$ cat config.mk
export PLATFORM = sky130hd
export DESIGN_NAME = fir_mc_sequencer
export DESIGN_NICKNAME = d
export VERILOG_FILES = /design/src/rtl/fir_pkg.sv /design/src/rtl/fir_coeff_bank.sv /design/src/rtl/fir_mc_sequencer.sv
export SDC_FILE = /design/constraint.sdc
export NUM_CORES = 1
export LEC_CHECK = 0
export BUFFER_PORTS_ARGS = -buffer_cell sky130_fd_sc_hd__buf_2
export CORE_MARGIN = 4
export CORE_UTILIZATION = 54
export CTS_CLUSTER_DIAMETER = 100
export DETAILED_ROUTE_END_ITERATION = 7
export GPL_TIMING_DRIVEN = 0
export PLACE_DENSITY = 0.76
export SLEW_MARGIN = 20
export SYNTH_ARGS = -nofsm -noshare
export SYNTH_HDL_FRONTEND = slang
export SYNTH_HIERARCHICAL = 1
export SYNTH_SLANG_ARGS = --single-unit
$ cat constraint.sdc
create_clock -name clk_sample -period 3.2 [get_ports clk_sample]
set_clock_uncertainty 0.1 [all_clocks]
set_input_delay 0.32 -clock clk_sample [delete_from_list [all_inputs] [get_ports clk_sample]]
set_output_delay 0.32 -clock clk_sample [all_outputs]
set_load 0.02 [all_outputs]
$ cat src/rtl/fir_pkg.sv
// Shared definitions for the multi-cycle FIR frame sequencer: default sizes,
// FSM encoding and helpers for the frame length and cfg_addr field split.
package fir_pkg;

  localparam int DW_DEF   = 16;
  localparam int NSEC_DEF = 4;
  localparam int LGC_DEF  = 3;

  typedef enum logic {
    ST_IDLE = 1'b0,
    ST_RUN  = 1'b1
  } state_t;

  // Frame length in clocks for a given log2 cycle count.
  function automatic int cycles_of(input int lgc);
    return 1 << lgc;
  endfunction

  // Width of the section field in cfg_addr = {section, tap}.
  function automatic int sec_bits(input int nsec);
    return $clog2(nsec);
  endfunction

endpackage

$ cat src/rtl/fir_coeff_bank.sv
// Coefficient store: one write port, NSEC parallel read lanes sharing one
// address, synchronous read with write-first behaviour on an address collision.
module fir_coeff_bank
  import fir_pkg::*;
#(
  parameter int DW   = DW_DEF,
  parameter int NSEC = NSEC_DEF,
  parameter int LGC  = LGC_DEF
) (
  input  logic                     clk,
  input  logic                     we,
  input  logic [$clog2(NSEC)-1:0]  wsec,
  input  logic [LGC-1:0]           wtap,
  input  logic [DW-1:0]            wdata,
  input  logic [LGC-1:0]           raddr,
  output logic [NSEC*DW-1:0]       rdata
);

  localparam int CYCLES = cycles_of(LGC);
  localparam int SW     = sec_bits(NSEC);

  for (genvar k = 0; k < NSEC; k++) begin : g_lane
    logic [DW-1:0] mem [CYCLES];
    logic [DW-1:0] rd_q;
    logic          lane_we;

    assign lane_we = we && (wsec == SW'(k));

    // Write-first so a write landing on the clock of the first tap read is seen.
    always_ff @(posedge clk) begin
      if (lane_we) begin
        mem[wtap] <= wdata;
      end
      if (lane_we && (wtap == raddr)) begin
        rd_q <= wdata;
      end else begin
        rd_q <= mem[raddr];
      end
    end

    assign rdata[k*DW +: DW] = rd_q;
  end

endmodule

$ cat src/rtl/fir_mc_sequencer.sv
// Frame sequencer for chained multi-cycle FIR sections: runs CYCLES ticks per
// accepted sample and serves coefficients, deferring host writes to frame gaps.
module fir_mc_sequencer
  import fir_pkg::*;
#(
  parameter int DW   = DW_DEF,
  parameter int NSEC = NSEC_DEF,
  parameter int LGC  = LGC_DEF
) (
  input  logic                         clk_sample,
  input  logic                         reset_n,
  input  logic                         enable,
  input  logic                         s_valid,
  output logic                         s_ready,
  input  logic [DW-1:0]                s_data,
  output logic [DW-1:0]                chain_in,
  output logic                         ce,
  output logic [15:0]                  cycle,
  output logic [15:0]                  total_cycles,
  output logic [NSEC*DW-1:0]           coeff,
  output logic                         m_valid,
  output logic [15:0]                  frame_cnt,
  input  logic                         cfg_we,
  input  logic [LGC+$clog2(NSEC)-1:0]  cfg_addr,
  input  logic [DW-1:0]                cfg_data,
  output logic                         cfg_busy,
  output logic                         dbg_state
);

  localparam int CYCLES = cycles_of(LGC);
  localparam int SW     = sec_bits(NSEC);

  // Handshake: a sample transfers on a clock where s_valid & s_ready are both
  // high; s_ready opens only in IDLE or at the last frame cycle, never while a
  // host write is pending, and s_valid may be held across frames.

  state_t              state, state_nx;
  logic [LGC-1:0]      cyc;
  logic                primed;
  logic                last, accept;
  logic                wr_direct, capture, commit;
  logic [LGC+SW-1:0]   pend_addr;
  logic [DW-1:0]       pend_data;
  logic [LGC+SW-1:0]   bank_addr;
  logic [DW-1:0]       bank_data;
  logic [LGC-1:0]      rd_addr;

  assign last      = (state == ST_RUN) && (cyc == LGC'(CYCLES - 1));
  assign accept    = s_valid && s_ready;
  assign wr_direct = cfg_we && !cfg_busy && (state == ST_IDLE);
  assign capture   = cfg_we && !cfg_busy && (state == ST_RUN);
  assign commit    = cfg_busy && ((state == ST_IDLE) || last);

  always_ff @(posedge clk_sample or negedge reset_n) begin
    if (!reset_n) begin
      state <= ST_IDLE;
    end else begin
      state <= state_nx;
    end
  end

  always_comb begin
    state_nx = state;
    case (state)
      ST_IDLE: if (accept) state_nx = ST_RUN;
      ST_RUN:  if (last && !accept) state_nx = ST_IDLE;
      default: state_nx = ST_IDLE;
    endcase
  end

  always_comb begin
    ce      = 1'b0;
    s_ready = 1'b0;
    case (state)
      ST_IDLE: s_ready = reset_n && enable && !cfg_busy;
      ST_RUN: begin
        ce      = 1'b1;
        s_ready = reset_n && enable && !cfg_busy && last;
      end
      default: ;
    endcase
  end

  // Datapath: cycle counter wraps naturally at the last frame cycle.
  always_ff @(posedge clk_sample or negedge reset_n) begin
    if (!reset_n) begin
      cyc       <= '0;
      chain_in  <= '0;
      frame_cnt <= '0;
      m_valid   <= 1'b0;
      primed    <= 1'b0;
      cfg_busy  <= 1'b0;
      pend_addr <= '0;
      pend_data <= '0;
    end else begin
      if (accept) begin
        chain_in  <= s_data;
        frame_cnt <= frame_cnt + 16'd1;
      end
      if (accept || (state == ST_IDLE)) begin
        cyc <= '0;
      end else begin
        cyc <= cyc + LGC'(1);
      end
      m_valid <= (state == ST_RUN) && (cyc == LGC'(2)) && primed;
      if (last) begin
        primed <= 1'b1;
      end
      if (capture) begin
        cfg_busy  <= 1'b1;
        pend_addr <= cfg_addr;
        pend_data <= cfg_data;
      end else if (commit) begin
        cfg_busy <= 1'b0;
      end
    end
  end

  // Read address leads the cycle index by one so coeff lines up with cycle.
  assign rd_addr   = (state == ST_RUN) ? (cyc + LGC'(1)) : '0;
  assign bank_addr = commit ? pend_addr : cfg_addr;
  assign bank_data = commit ? pend_data : cfg_data;

  fir_coeff_bank #(
    .DW   (DW),
    .NSEC (NSEC),
    .LGC  (LGC)
  ) u_bank (
    .clk   (clk_sample),
    .we    (wr_direct || commit),
    .wsec  (bank_addr[LGC +: SW]),
    .wtap  (bank_addr[LGC-1:0]),
    .wdata (bank_data),
    .raddr (rd_addr),
    .rdata (coeff)
  );

  assign cycle        = 16'(cyc);
  assign total_cycles = 16'(CYCLES - 1);
  assign dbg_state    = state;

endmodule

== Word level (Yosys, flattened, before mapping) ==
Memory sizes are Yosys's and may differ from the RTL's. A register that Yosys moved wholly into a read port is not among the register bits.
Index checks and enable logic that the tools add are counted.
Cells by class
  add/subtract/negate cells: 2
  multipliers: 0
  divide/modulo/power cells: 0
  magnitude comparators: 0
  equality and inequality tests: 5
  shifts and indexed selects: 0
  multiplexer cells: 19
  bitwise operators: 1
  reduce and logical (&&, ||, !) cells: 23
Operator list (count)
  16-bit by 1-bit adder with 16-bit output, second input constant: 1
  1-bit logical AND: 16
  16-bit 2-to-1 mux: 1
  1-bit 2-to-1 mux: 13
  3-bit 2-to-1 mux: 2
  5-bit 2-to-1 mux: 1
  2-bit equality test, second input constant: 2
  1-bit case mux with 2 select lines: 2
  3-bit by 1-bit adder with 3-bit output, second input constant: 1
  3-bit by 2-bit equality test with 1-bit output, second input constant: 1
  3-bit equality test, second input constant: 1
  1-bit logical OR: 3
  2-bit by 1-bit equality test with 1-bit output, second input constant: 1
  1-bit logical NOT: 2
  2-bit logical NOT: 1
  2-bit nonzero test: 1
  1-bit inverter: 1
Storage, ports and cells
  flip-flop bits (word level): 60
  bits in latches: 0
  bits in writable memories: 512
  memory bits (read-only): 0
  input port bits: 42
  output and inout port bits: 133
  logic and storage cells: 63
  memories kept: 4
Memories
  u_bank.g_lane[0].mem: depth 8, bits a word 16, rd ports 1, clocked after Yosys merged registers in 1, write ports 1, line fir_coeff_bank.sv:23  | logic [DW-1:0] mem [CYCLES];
  u_bank.g_lane[1].mem: depth 8, bits a word 16, rd ports 1, clocked after Yosys merged registers in 1, write ports 1, line fir_coeff_bank.sv:23
  u_bank.g_lane[2].mem: depth 8, bits a word 16, rd ports 1, clocked after Yosys merged registers in 1, write ports 1, line fir_coeff_bank.sv:23
  u_bank.g_lane[3].mem: depth 8, bits a word 16, rd ports 1, clocked after Yosys merged registers in 1, write ports 1, line fir_coeff_bank.sv:23

== Logic depth before layout (Yosys ltp) ==
  depth in word-level cells: 9
  gate-level depth with buffers: 9
  depth with buffers taken out: 7

== Hierarchy ==
The synthesis kept the hierarchy.
By module, submodules not included
  fir_coeff_bank: times used 1, cells each 787, area each 19483.7 um2, seq. area each 15434.8 um2
  fir_mc_sequencer: times used 1, cells each 222, area each 2971.6 um2, seq. area each 1501.4 um2

== Worst setup path before layout ==
Ideal clock, no wire load.
  kind: reg2reg
  start point: reg cyc[0]
  end point: mem u_bank/g_lane[0].mem[0][0] (netlist bit) (enable)
  setup time: 388 ps
  arrival: 3213 ps
  data required time: 2712 ps
  slack: -502 ps
  stages on the path, launching flop included: 10
  buffers on the path: 2
  clock period less this slack: 3702 ps
  path through: dfrtp_1 > ha_1 > ha_1 > or2b_1 > nand2_1 > buf_2 > mux2_2 > or3b_2 > clkbuf_1 > nor2_1
Between the ends
  cells in the longest elaborated chain, start to end: 9
  elaborated cells on any way between the ends: 10
  those cells by class: 1 x eq/ne; 3 x mux; 6 x reduce/logical
RTL lines
  from (decl): line fir_mc_sequencer.sv:38  | logic [LGC-1:0] cyc;
  from (signal assigned): line fir_mc_sequencer.sv:103  | cyc <= cyc + LGC'(1);
  3-bit equality test: line fir_mc_sequencer.sv:48  | assign last = (state == ST_RUN) && (cyc == LGC'(CYCLES - 1));
  1-bit logical AND: line fir_mc_sequencer.sv:48
  1-bit logical OR: line fir_mc_sequencer.sv:52  | assign commit = cfg_busy && ((state == ST_IDLE) || last);
  1-bit logical AND: line fir_mc_sequencer.sv:52
  5-bit 2-to-1 mux: line fir_mc_sequencer.sv:121  | assign bank_addr = commit ? pend_addr : cfg_addr;
  named net bank_addr[3]: line fir_mc_sequencer.sv:44  | logic [LGC+SW-1:0] bank_addr;
  2-bit logical NOT: line fir_coeff_bank.sv:27  | assign lane_we = we && (wsec == SW'(k));
  1-bit logical AND: line fir_coeff_bank.sv:27
  1-bit 2-to-1 mux: line fir_coeff_bank.sv:31  | if (lane_we) begin
  1-bit 2-to-1 mux (not written as such): line fir_coeff_bank.sv:32  | mem[wtap] <= wdata;
  to (decl): line fir_coeff_bank.sv:23
The timed path passes the listed nets, and every way through them passes these cells.

== Worst setup path in the final report ==
  start point: reg cyc[0]
  end point: mem u_bank/g_lane[2].mem[0][10] (netlist bit) (enable)
Between the ends
  elaborated cells on any way between the ends: 10
  those cells by class: 2 x eq/ne; 3 x mux; 5 x reduce/logical
RTL lines (line)
  3-bit equality test: fir_mc_sequencer.sv:48
  1-bit logical AND: fir_mc_sequencer.sv:48
  1-bit logical OR: fir_mc_sequencer.sv:52
  1-bit logical AND: fir_mc_sequencer.sv:52
  5-bit 2-to-1 mux: fir_mc_sequencer.sv:121
  named net bank_addr[2]: fir_mc_sequencer.sv:44
  to (decl): fir_coeff_bank.sv:23
The timed path passes the listed nets, and every way through them passes these cells.

==> results by group <==
Outcome
  • Status: complete, no violations

Pwr
  • Leakage: ~9.3 nW
  • Peak supply drop: 487 uV
  • Power per cell area: 882 mW/mm2

Timing
  • Post-Route Hold Slack: 45.4 ps
  • Max Freq: 0.317 GHz
  • Fin. Hold Viols: 0
  • Max-slew violations: 0
  • Final Cycle Share: 98.7%
  • Setup slack after layout: ~43 ps
  • Final critical-path required period: 3160 ps
  • Setup-failing EPs final: 0
  • Tightest Pin Transition: 781 ps
  • Worst relative slew slack: a little under half

Floorplan
  • Die footprint: 0.0449 mm2
  • CORE AREA: between 0.04 and 0.05 mm2
  • Die height: 212 um
  • Ports: 175
  • Die Wd: approximately 210 um
  • Initial Utilization: between 50 and 60%
  • Num rows: 74

Final layout
  • Final std cells w/o fill: 1904
  • Layout cells sized above 1: around 46%
  • Area grow syn2layout: 21.3%
  • Fin area: 0.0272 mm2
  • Number of nets in the layout: about 1400
  • Fill cell count: 2576

Detailed routing
  • Routed WL per cell: about 26 um
  • Vias post-DR: 11000
  • Via/cell ratio: slightly below 6
  • Routed met2 length: 24800 um
  • Uppermost layer routed: met4
  • Routed Antenna Nets: 0
  • Metal-1 WL: between 15000 and 20000 um
  • Routed wire length: about 50000 um
  • First-pass DRT Iterations: 5
  • DR iter-0 viols: 1152
  • Drc violations: 0
  • Met3 Wirelength: 3390 um

Synthesis
  • Fraction of registers with async set/reset: 10.4%
  • Ys Warns: 6
  • Largest family of logic cells by synthesized area: multiplexers
  • Post-synthesis sequential area ratio: 75.4%
  • Distinct cell type count after synthesis: 39
  • Post-Syn Area per Cell: 22.3 um2
  • Post-synth top area share: slightly below 70%
  • Yosys reg bits: ~580
  • Post-Synth Simple-Gate Area: 2.22%
  • Synth Area in Compound Gates: 0.0557%
  • Synth area leaders: edfxtp_1 68%, mux4_2 13%, dfrtp_1 6.7%
  • Area leader, netlist: edfxtp_1
  • Prevailing post-synth register cell: edfxtp_1
  • Xor/xnor cell area share of the yosys netlist: 0.585%
  • Mux contribution to synthesized area: roughly a fifth
  • Syn Inst Count: 1009
  • Synth Cell Area: approximately 0.022 mm2
  • Adder-cell share of the synthesized area: 0.223%
  • Post-synth EDFFs: 512

Global route
  • First-pass GRT wire length: 74100 um
  • Vias in the first global route: about 12000
  • Gr ovfl total: 0
  • Initial antenna violation count: 3
  • Gr usage total: ~22%
  • Largest net degree at the start of global routing: 44

Placement
  • Final Wtd Congestion: 0.790
  • Placement Cell Area: 0.0242 mm2
  • Buffers added on ports: between 100 and 150
  • Pre-CTS worst setup slack: -462 ps
  • Dpl cells: 1715
  • Placed wire-length estimate: 28100 um

Worst setup path
  • Critical Path Sink Type: flip-flop
  • Crit path DAT: 3340 ps
  • WS Path Type: reg -> reg
  • Setup crit start kind: flip-flop
  • Worst Path Required: 3390 ps
  • CP Max Fanout: 16

Clock network
  • Clk sink count: ~580
  • CTS Buffer Depth: 3
  • CTS tree: done
  • Clock root cell: clkbuf_16
  • Insertion delay to the later sink of the worst-skew pair: 600 ps
  • Clock-pin slew on the worst setup and hold paths: 60 ps
  • H-tree levels: 2
  • Cts bufs inserted: 55

Job
  • # Max-Cap Violations: 0

Worst hold path
  • Worst hold path type: in -> async
through the flow:
stage / utilization (%) / power (W) / setup TNS, ps
after global routing: 66.4 / 0.0250 / -127
after floorplan: - / 0.0151 / 0
after global placement: 59.0 / 0.0173 / -119690
after CTS: 66.2 / 0.0241 / 0
final: 66.4 / 0.0240 / 0
after detailed placement: 59.1 / 0.0175 / -136350
layout make-up:
cell class / instances / area, um2 / area share, %
tap: 532 / 666 / 2.44
timing repair buffer: 231 / 1910 / 7.01
inverter: 2 / 7.51 / 0.0276
antenna: 3 / 7.51 / 0.0276
clock buffer: 78 / 1530 / 5.60
clock inverter: 25 / 259 / 0.951
buffer: 73 / 564 / 2.07
sequential: 575 / 16900 / 62.2
multi-input combinational: 385 / 5370 / 19.7
worst paths after layout:
check	endpoint	from	slack (ps)	depth (start not counted)
max reg2reg	u_bank/g_lane[2].mem[0][10]	cyc[0]	40	9
min in group clk_sample	cfg_busy	cfg_we	50	4
max	u_bank/g_lane[2].mem[0][10]	cyc[0]	40	9
min	pend_data[11]	reset_n	50	2
max in group asynchronous	pend_data[5]	reset_n	2410	3
min reg2reg	primed	primed	370	1
logic make-up (layout without fill, tap and decap cells):
family / after synthesis / after routing
buf+inv: 76 / 409
simple gates: 83 / 83
flops: 575 / 575
compound gates: 2 / 2
mux: 252 / 252
fa+ha+maj: 4 / 4
other cells: 2 / 32
xor+xnor: 15 / 15
cells in the mapped netlist, types with 9 or more instances:
cell and instances:
edfxtp_1 512, mux4_2 128, mux2_2 123, dfrtp_1 60, buf_4 32, nor2_1 32, xnor2_1 14, buf_6 13
buf_1 10, clkbuf_1 9
sequential cells by signal, indices dropped and copies added, names as in the netlist, named ones only:
signal             flops
frame_cnt             16
pend_addr              5
u_bank/g_lane.mem    512
dbg_state              1
cfg_busy               1
pend_data             16
primed                 1
m_valid                1
cyc                    3
chain_in              16
timing repair:
item	4_1_cts	5_1_grt
gates resized for setup	17	13
hold buffers	39	0
gates cloned	0	1
endpoints found under the hold margin	98	0
setup buffers	42	2
pin swaps	25	2
setup endpoints to repair	549	317
where the power goes:
part	switching [W]	leakage [nW]	internal, W
clock network	0.00269	0.863	0.00372
logic	0.00460	3.06	0.00331
registers	0.000304	5.37	0.00940
total	0.00760	9.30	0.0164
critical path, cell delays in order (launching register included):
cell and delay (ps):
dfrtp_2 440, ha_4 180, ha_4 170, or2b_1 250
nand2_2 130, buf_8 140, mux2_2 410, or3_1 620
nor2_4 220, buf_12 180
cell usage in the layout, fill, tap and decap left out, drive strengths merged, types with 4 or more instances in the layout:
| cell | instances |
|---|---|
| conb | 29 |
| or3b | 4 |
| nand2 | 8 |
| clkinv | 17 |
| nand4 | 9 |
| nand3 | 4 |
| buf | 253 |
| nand3b | 6 |
| clkbuf | 90 |
| ha | 4 |
| edfxtp | 512 |
| dlygate4sd3 | 39 |
| mux4 | 128 |
| dfrtp | 60 |
| xnor2 | 14 |
| nor2 | 32 |
| bufinv | 5 |
| mux2 | 123 |
per-layer routing:
layer	global-route usage (%)	up-vias
li1	-	4722
met1	31.3	5703
met2	36.1	478
met3	4.03	94
met4	7.31	0
met5	0	-
Note: power is estimated with default switching activity, not from simulation.
